==> src/rtl/line_sync_gen.sv <==
// Line/frame timing generator feeding the pattern control FSM (sync, f_sync, endLine, endFrame).
// Define LINE_SYNC_AUTO_REPEAT_EN to restart line 0 after the last line instead of returning to IDLE.
module line_sync_gen #(
  parameter int unsigned LINE_LEN = 1290,
  parameter int unsigned LINES    = 32,
  parameter int unsigned LINE_GAP = 8,
  parameter int unsigned PIX_W    = 11,
  parameter int unsigned LINE_W   = 5
) (
  input  logic              clk,
  input  logic              rst,
  input  logic              frame_req,
  input  logic              abort,
  output logic              f_sync,
  output logic              sync,
  output logic              endLine,
  output logic              endFrame,
  output logic [LINE_W-1:0] line_idx,
  output logic [PIX_W-1:0]  pix_cnt,
  output logic              busy,
  output logic              frame_done
);

  localparam int unsigned GAP_LAST = (LINE_GAP > 0) ? LINE_GAP - 1 : 0;
  localparam int unsigned GAP_W    = (GAP_LAST > 0) ? $clog2(GAP_LAST + 1) : 1;

  typedef enum logic [1:0] {
    IDLE,
    SYNC,
    ACTIVE,
    BLANK
  } state_t;

  state_t             state_q, state_d;
  logic [LINE_W-1:0]  line_q, line_d;
  logic [PIX_W-1:0]   pix_q, pix_d;
  logic [GAP_W-1:0]   gap_q, gap_d;
  logic               done_q, done_d;

  logic pix_last, line_last, gap_last;

  assign pix_last  = (pix_q == PIX_W'(LINE_LEN - 1));
  assign line_last = (line_q == LINE_W'(LINES - 1));
  assign gap_last  = (gap_q == GAP_W'(GAP_LAST));

  always_ff @(posedge clk or posedge rst) begin
    if (rst) begin
      state_q <= IDLE;
      line_q  <= '0;
      pix_q   <= '0;
      gap_q   <= '0;
      done_q  <= 1'b0;
    end else begin
      state_q <= state_d;
      line_q  <= line_d;
      pix_q   <= pix_d;
      gap_q   <= gap_d;
      done_q  <= done_d;
    end
  end

  always_comb begin
    state_d = state_q;
    line_d  = line_q;
    pix_d   = pix_q;
    gap_d   = gap_q;
    done_d  = 1'b0;
    unique case (state_q)
      IDLE: begin
        line_d = '0;
        pix_d  = '0;
        gap_d  = '0;
        if (frame_req) begin
          state_d = SYNC;
        end
      end
      SYNC: begin
        state_d = ACTIVE;
        pix_d   = '0;
      end
      ACTIVE: begin
        if (pix_last) begin
          pix_d = '0;
          gap_d = '0;
          if (line_last) begin
`ifdef LINE_SYNC_AUTO_REPEAT_EN
            if (LINE_GAP > 0) begin
              state_d = BLANK;
            end else begin
              state_d = SYNC;
              line_d  = '0;
              done_d  = 1'b1;
            end
`else
            state_d = IDLE;
            line_d  = '0;
            done_d  = 1'b1;
`endif
          end else if (LINE_GAP > 0) begin
            state_d = BLANK;
          end else begin
            state_d = SYNC;
            line_d  = line_q + 1'b1;
          end
        end else begin
          pix_d = pix_q + 1'b1;
        end
      end
      BLANK: begin
        if (gap_last) begin
          state_d = SYNC;
          gap_d   = '0;
          // Blanking after the last line only occurs when frames auto-repeat.
          if (line_last) begin
            line_d = '0;
            done_d = 1'b1;
          end else begin
            line_d = line_q + 1'b1;
          end
        end else begin
          gap_d = gap_q + 1'b1;
        end
      end
      default: state_d = IDLE;
    endcase
    if (abort) begin
      state_d = IDLE;
      line_d  = '0;
      pix_d   = '0;
      gap_d   = '0;
      done_d  = 1'b0;
    end
  end

  always_comb begin
    sync       = (state_q == SYNC);
    f_sync     = (state_q == SYNC) && (line_q == '0);
    endLine    = (state_q == ACTIVE) && pix_last;
    endFrame   = ((state_q == SYNC) || (state_q == ACTIVE)) && line_last;
    line_idx   = (state_q == IDLE) ? '0 : line_q;
    pix_cnt    = (state_q == ACTIVE) ? pix_q : '0;
    busy       = (state_q != IDLE);
    frame_done = done_q;
  end

endmodule

==> config.mk <==
export PLATFORM = sky130hd
export DESIGN_NAME = line_sync_gen
export DESIGN_NICKNAME = d
export VERILOG_FILES = /design/src/rtl/line_sync_gen.sv
export SDC_FILE = /design/constraint.sdc
export NUM_CORES = 1
export LEC_CHECK = 0
export BUFFER_PORTS_ARGS = -buffer_cell sky130_fd_sc_hd__buf_4
export CORE_MARGIN = 5
export CORE_UTILIZATION = 55
export CTS_CLUSTER_SIZE = 24
export DETAILED_ROUTE_END_ITERATION = 12
export PLACE_DENSITY = 0.79
export SETUP_SLACK_MARGIN = 0.05
export SLEW_MARGIN = 30
export SYNTH_ARGS = -nofsm -noshare
export SYNTH_HDL_FRONTEND = slang
export SYNTH_SLANG_ARGS = --single-unit
==> constraint.sdc <==
create_clock -name clk -period 2.2 [get_ports clk]
set_clock_uncertainty 0.05 [all_clocks]
set_input_delay 0.33 -clock clk [delete_from_list [all_inputs] [get_ports clk]]
set_output_delay 0.33 -clock clk [all_outputs]
set_load 0.02 [all_outputs]
* Yosys cells after proc, flatten, opt, wreduce, memory -nomap -nowiden
Index checks and enable logic that the tools add are counted.
** Word-level totals
- Bits in registers :: 22
- Latch bits :: 0
- RAM bits :: 0
- ROM bits :: 0
- Bits of input ports :: 4
- Output and inout port bits :: 22
- Logic and storage cells :: 57
- Memories kept :: 0
** Cells by class
- $add $sub $neg :: 3
- Multiply operators :: 0
- Div/mod/pow operators :: 0
- Order comparisons :: 0
- Equal/unequal tests :: 10
- Shift-type cells :: 0
- Muxes and demuxes :: 26
- Bitwise logic cells :: 0
- Reduce and logical (&&, ||, !) cells :: 13
** Operators by type and width (count)
- 11-bit 2-to-1 mux :: 3
- 5-bit 2-to-1 mux :: 6
- 11-bit one-hot mux with 2 select lines :: 1
- 5-bit one-hot mux with 3 select lines :: 1
- 3-bit != test, second input constant :: 4
- 11-bit by 1-bit adder with 11-bit output, second input constant :: 1
- 11-bit == test, second input constant :: 1
- 2-bit 2-to-1 mux :: 5
- 3-bit 2-to-1 mux :: 3
- 3-bit one-hot mux with 3 select lines :: 1
- 2-bit one-hot mux with 4 select lines :: 1
- 5-bit by 1-bit adder with 5-bit output, second input constant :: 1
- 5-bit == test, second input constant :: 1
- 5-bit zero test :: 1
- 2-bit == test, second input constant :: 2
- 1-bit 2-to-1 mux :: 4
- 4-bit AND reduction :: 1
- 4-bit nonzero test :: 1
- 3-bit by 1-bit adder with 3-bit output, second input constant :: 1
- 3-bit == test, second input constant :: 1
- 1-bit logical AND :: 3
- 3-bit AND reduction :: 1
- 3-bit nonzero test :: 1
- 2-bit by 1-bit == test with 1-bit output, second input constant :: 1
- other kinds (6) :: 6

* Logic depth before layout (Yosys ltp)
- Word-level depth :: 5
- Gate-level depth with buffers :: 7
- Gate-level depth less buffers :: 7

* Worst setup path before layout
No wires, ideal clock.
- Path type :: register to output
- Start point :: register state_q[1]
- End point :: output f_sync
- Arrival time :: 1.535 ns
- Required time :: 1.820 ns
- Setup slack :: 0.285 ns
- Cell stages (with the launch flop) :: 5
- Path through :: dfrtp_1 inv_1 ha_1 nand2_1 nor4_1
** Between the ends
- Longest elaborated chain between the ends :: 2
** Ends and longest elaborated chain
- start: declaration :: RTL line 34 : state_t state_q, state_d;
- start signal: assignment :: RTL line 54 : state_q <= state_d;
- 2-bit by 1-bit == test with 1-bit output
- via sync :: RTL line 15 : output logic sync,
- 1-bit logical AND :: RTL line 137 : f_sync = (state_q == SYNC) && (line_q == '0);
- end: declaration :: RTL line 14 : output logic f_sync,
The timed path passes the listed nets, and every way through them passes these cells.

* Worst setup path in the final report
- Start point :: register line_q[0]
- End point :: output endFrame
** Between the ends
- Longest elaborated chain between the ends :: 2
** Ends and longest elaborated chain
- start: declaration :: RTL line 35 : logic [LINE_W-1:0] line_q, line_d;
- start signal: assignment :: RTL line 55 : line_q <= line_d;
- 5-bit == test :: RTL line 43 : assign line_last = (line_q == LINE_W'(LINES - 1));
- 1-bit logical AND :: RTL line 139 : endFrame = ((state_q == SYNC) || (state_q == ACTIVE)) && line_last;
- end: declaration :: RTL line 17 : output logic endFrame,
Every way passes these cells.

==> metrics.yaml <==
syn-num-nets: 180
synth_area_leaders: "dfrtp_1 (37%), ha_1 (9.2%), nor2_1 (5.5%), and2_1 (4.2%), xnor2_1 (3.5%)"
status: "finished, final reports clean"
regArea_um2: 551
grt_max_degree: 23
grt_use_total: 0.196
port-buffer-count: 25
dieArea_um2: 3850
synthArstFlopShare: 1.00
diodes: 0
synth_top_cell_area_share: 0.369
cts_buffers: 3
final_common_cell: "buf_4"
cts.sinks: 22
hold_ws_ns: 0.114
grt_pass1_vias: 1206
cp-endpoint: "endFrame"
worst-setup-path-type: "register to output port"
period_needed_ns: 2.07
p_comb_frac: 0.341
yosys_warnings: 0
nets: 212
timing.fmax_mhz: 483
tightest_slew_ns: 0.819
synth_top_area_cell: "dfrtp_1"
hold_viol_final: 0
r2r_slack_ns: 0.26
chipWidth_um: 62.1
p_seq_frac: 0.381
p_int_uw: 742
synth_flop_cell: "dfrtp_1"
tns_ns: 0
critPathLaunch: "line_q[0]$_DFFE_PP0P_"
wl_mm: 3.41
routed-via-count: 1312
crit_required_ns: 1.82
avgSynthCellArea_um2: 9.03
clockRootBuffer: "clkbuf_4"
reg2reg_to: "pix_q[7]$_DFFE_PP0P_"
synth-edff-count: 0
drv_slew: 0
crit_fanout: 6
vias_per_cell: 5.81
die_y_um: 62.1
netlist_instances: 165
netSwitchingFraction: 0.340
overflow: 0
cts_tree: "built"
fp.coreArea_um2: 2540
power_switching_uw: 382
ctsHoldBuffers: 0
cp.arrival_ns: 1.69
start_util: 0.586
ff2ff_path_depth: 6
multi_input_area_um2: 863
rsz0062_at_grt: "true"
startpoint_type: "register"
r2r_start: "state_q[0]$_DFFE_PP0P_"
grt_pass1_wl_mm: 5.63
final_cell_mix: "buf_4 (32), nor2_1 (22), dfrtp_1 (22)"
ant_nets: 0
end_kind: "output port"
cts_buffer_depth: 2
synth.yosys.seq_area_share: 0.369
dpl.hpwl_mm: 2.60
area_growth_pct: 20.1
firstDrtPassIters: 4
synth_area_um2: 1490
drt_iter0_drc: 61
routabilityCongestion: 0.841
power.density_nw_per_um2: 629
synth_seq_cells: 22
drive_gt1_frac: 0.250
post-route-drc-count: 0
max_cap_viol_count: 0
synth_cell_type_count: 41
clock_latency_ns: 0.31
finalNonFillerCells: 226
ios: 26
setup_viol: 0
pwr-share-clk: 0.278
path_clk_slew_ns: 0.13
routedWlPerCell_um: 15.1
fill_cells: 209
hold_path_class: "input port to async pin"
fin_crit_sh: 0.940
total_leakage_power_uw: 0.000844
htree_num_levels: 1
antenna_found_initial: 0
rows: 18
slew_headroom: 0.453
dp_cells: 219
peakVddDrop_v: 0.000634
-- cell families (layout without fill, tap and decap cells) --
logic type	Yosys count	after routing	share of synthesized area
adder cells (fa/ha/maj)	11	11	0.0924
multiplexers	3	3	0.0210
AND/OR/NAND/NOR	82	82	0.313
flip-flops	22	22	0.369
AO/OA/AOI/OAI	22	22	0.102
XOR/XNOR	8	8	0.0470
buffers and inverters	17	48	0.0546
-- synth_stat cells, types with 2 or more instances --
cell type,number
nor2b_1,4
xnor2_1,6
a31oi_1,2
nand3_1,3
mux2i_1,2
xor2_1,2
a21oi_1,2
buf_6,2
or4_1,2
inv_1,12
nor3_1,4
dfrtp_1,22
nand4_1,8
ha_1,11
and3_1,3
a31o_2,3
o21ai_0,5
nand2b_1,4
and2_1,10
buf_2,2
nand2_1,11
nor4_1,2
o31ai_1,4
nor2_1,22
-- how the worst min path moves through the flow --
stage                                    start                    to  slack [ns]  cells past startpoint
after floorplan                            rst  frame_done$_DFF_PP0_        0.27                      1
after global placement    gap_q[0]$_DFFE_PP0P_  gap_q[0]$_DFFE_PP0P_        0.47                      1
after detailed placement                   rst  gap_q[0]$_DFFE_PP0P_        0.50                      2
after CTS                                  rst  gap_q[0]$_DFFE_PP0P_        0.15                      2
after global routing                       rst  gap_q[0]$_DFFE_PP0P_        0.17                      2
final                                      rst  pix_q[4]$_DFFE_PP0P_        0.11                      2
-- registers in the layout (all words and copies together), names as in the netlist --
signal,count
pix_q,11
line_q,5
frame_done,1
state_q,2
gap_q,3
-- layer usage --
layer,vias up,share of wire,track usage
li1,635,-,-
met1,630,0.45,0.280
met2,45,0.48,0.305
met3,2,0.067,0.0372
met4,0,0.0056,0.0515
met5,-,0,0
-- critical path, cell delays in order, from the launching register on --
cell and delay (ns):
dfrtp_1 0.42, ha_1 0.24, and3_1 0.19, ha_2 0.20, and2_1 0.17, buf_4 0.15
-- final cells by class --
cell class / instances / share of cell area
clock inverters: 1 / 0.0168
clock buffers: 3 / 0.0126
well taps: 30 / 0.0210
inverters: 12 / 0.0252
multi-input cells: 126 / 0.483
flip-flops and latches: 22 / 0.308
repair buffers: 32 / 0.134
-- per-stage QoR --
stage	setup WS [ns]	utilization	total power, uW	area [um^2]
2_1_floorplan	0.285	-	693	1490
4_1_cts	0.0780	0.695	1130	1770
3_3_place_gp	0.301	0.672	803	1710
3_5_place_dp	0.275	0.672	814	1710
5_1_grt	0.0205	0.703	1180	1790
6_report	0.131	0.703	1120	1790
-- repair_timing --
action                                  in CTS  in global routing
buffers inserted                             1                  2
pin swaps                                    1                  1
endpoints found under the setup margin       1                 12
resized for setup                            0                  2
-- power groups by stage --
stage                     Sequential, uW  Combinational, uW  Clock [uW]
after floorplan                      434                259           0
after global placement               436                368           0
after detailed placement             437                377           0
after CTS                            429                381         316
after global routing                 431                418         335
final                                429                384         312
Power figures use the tool's default switching activity.
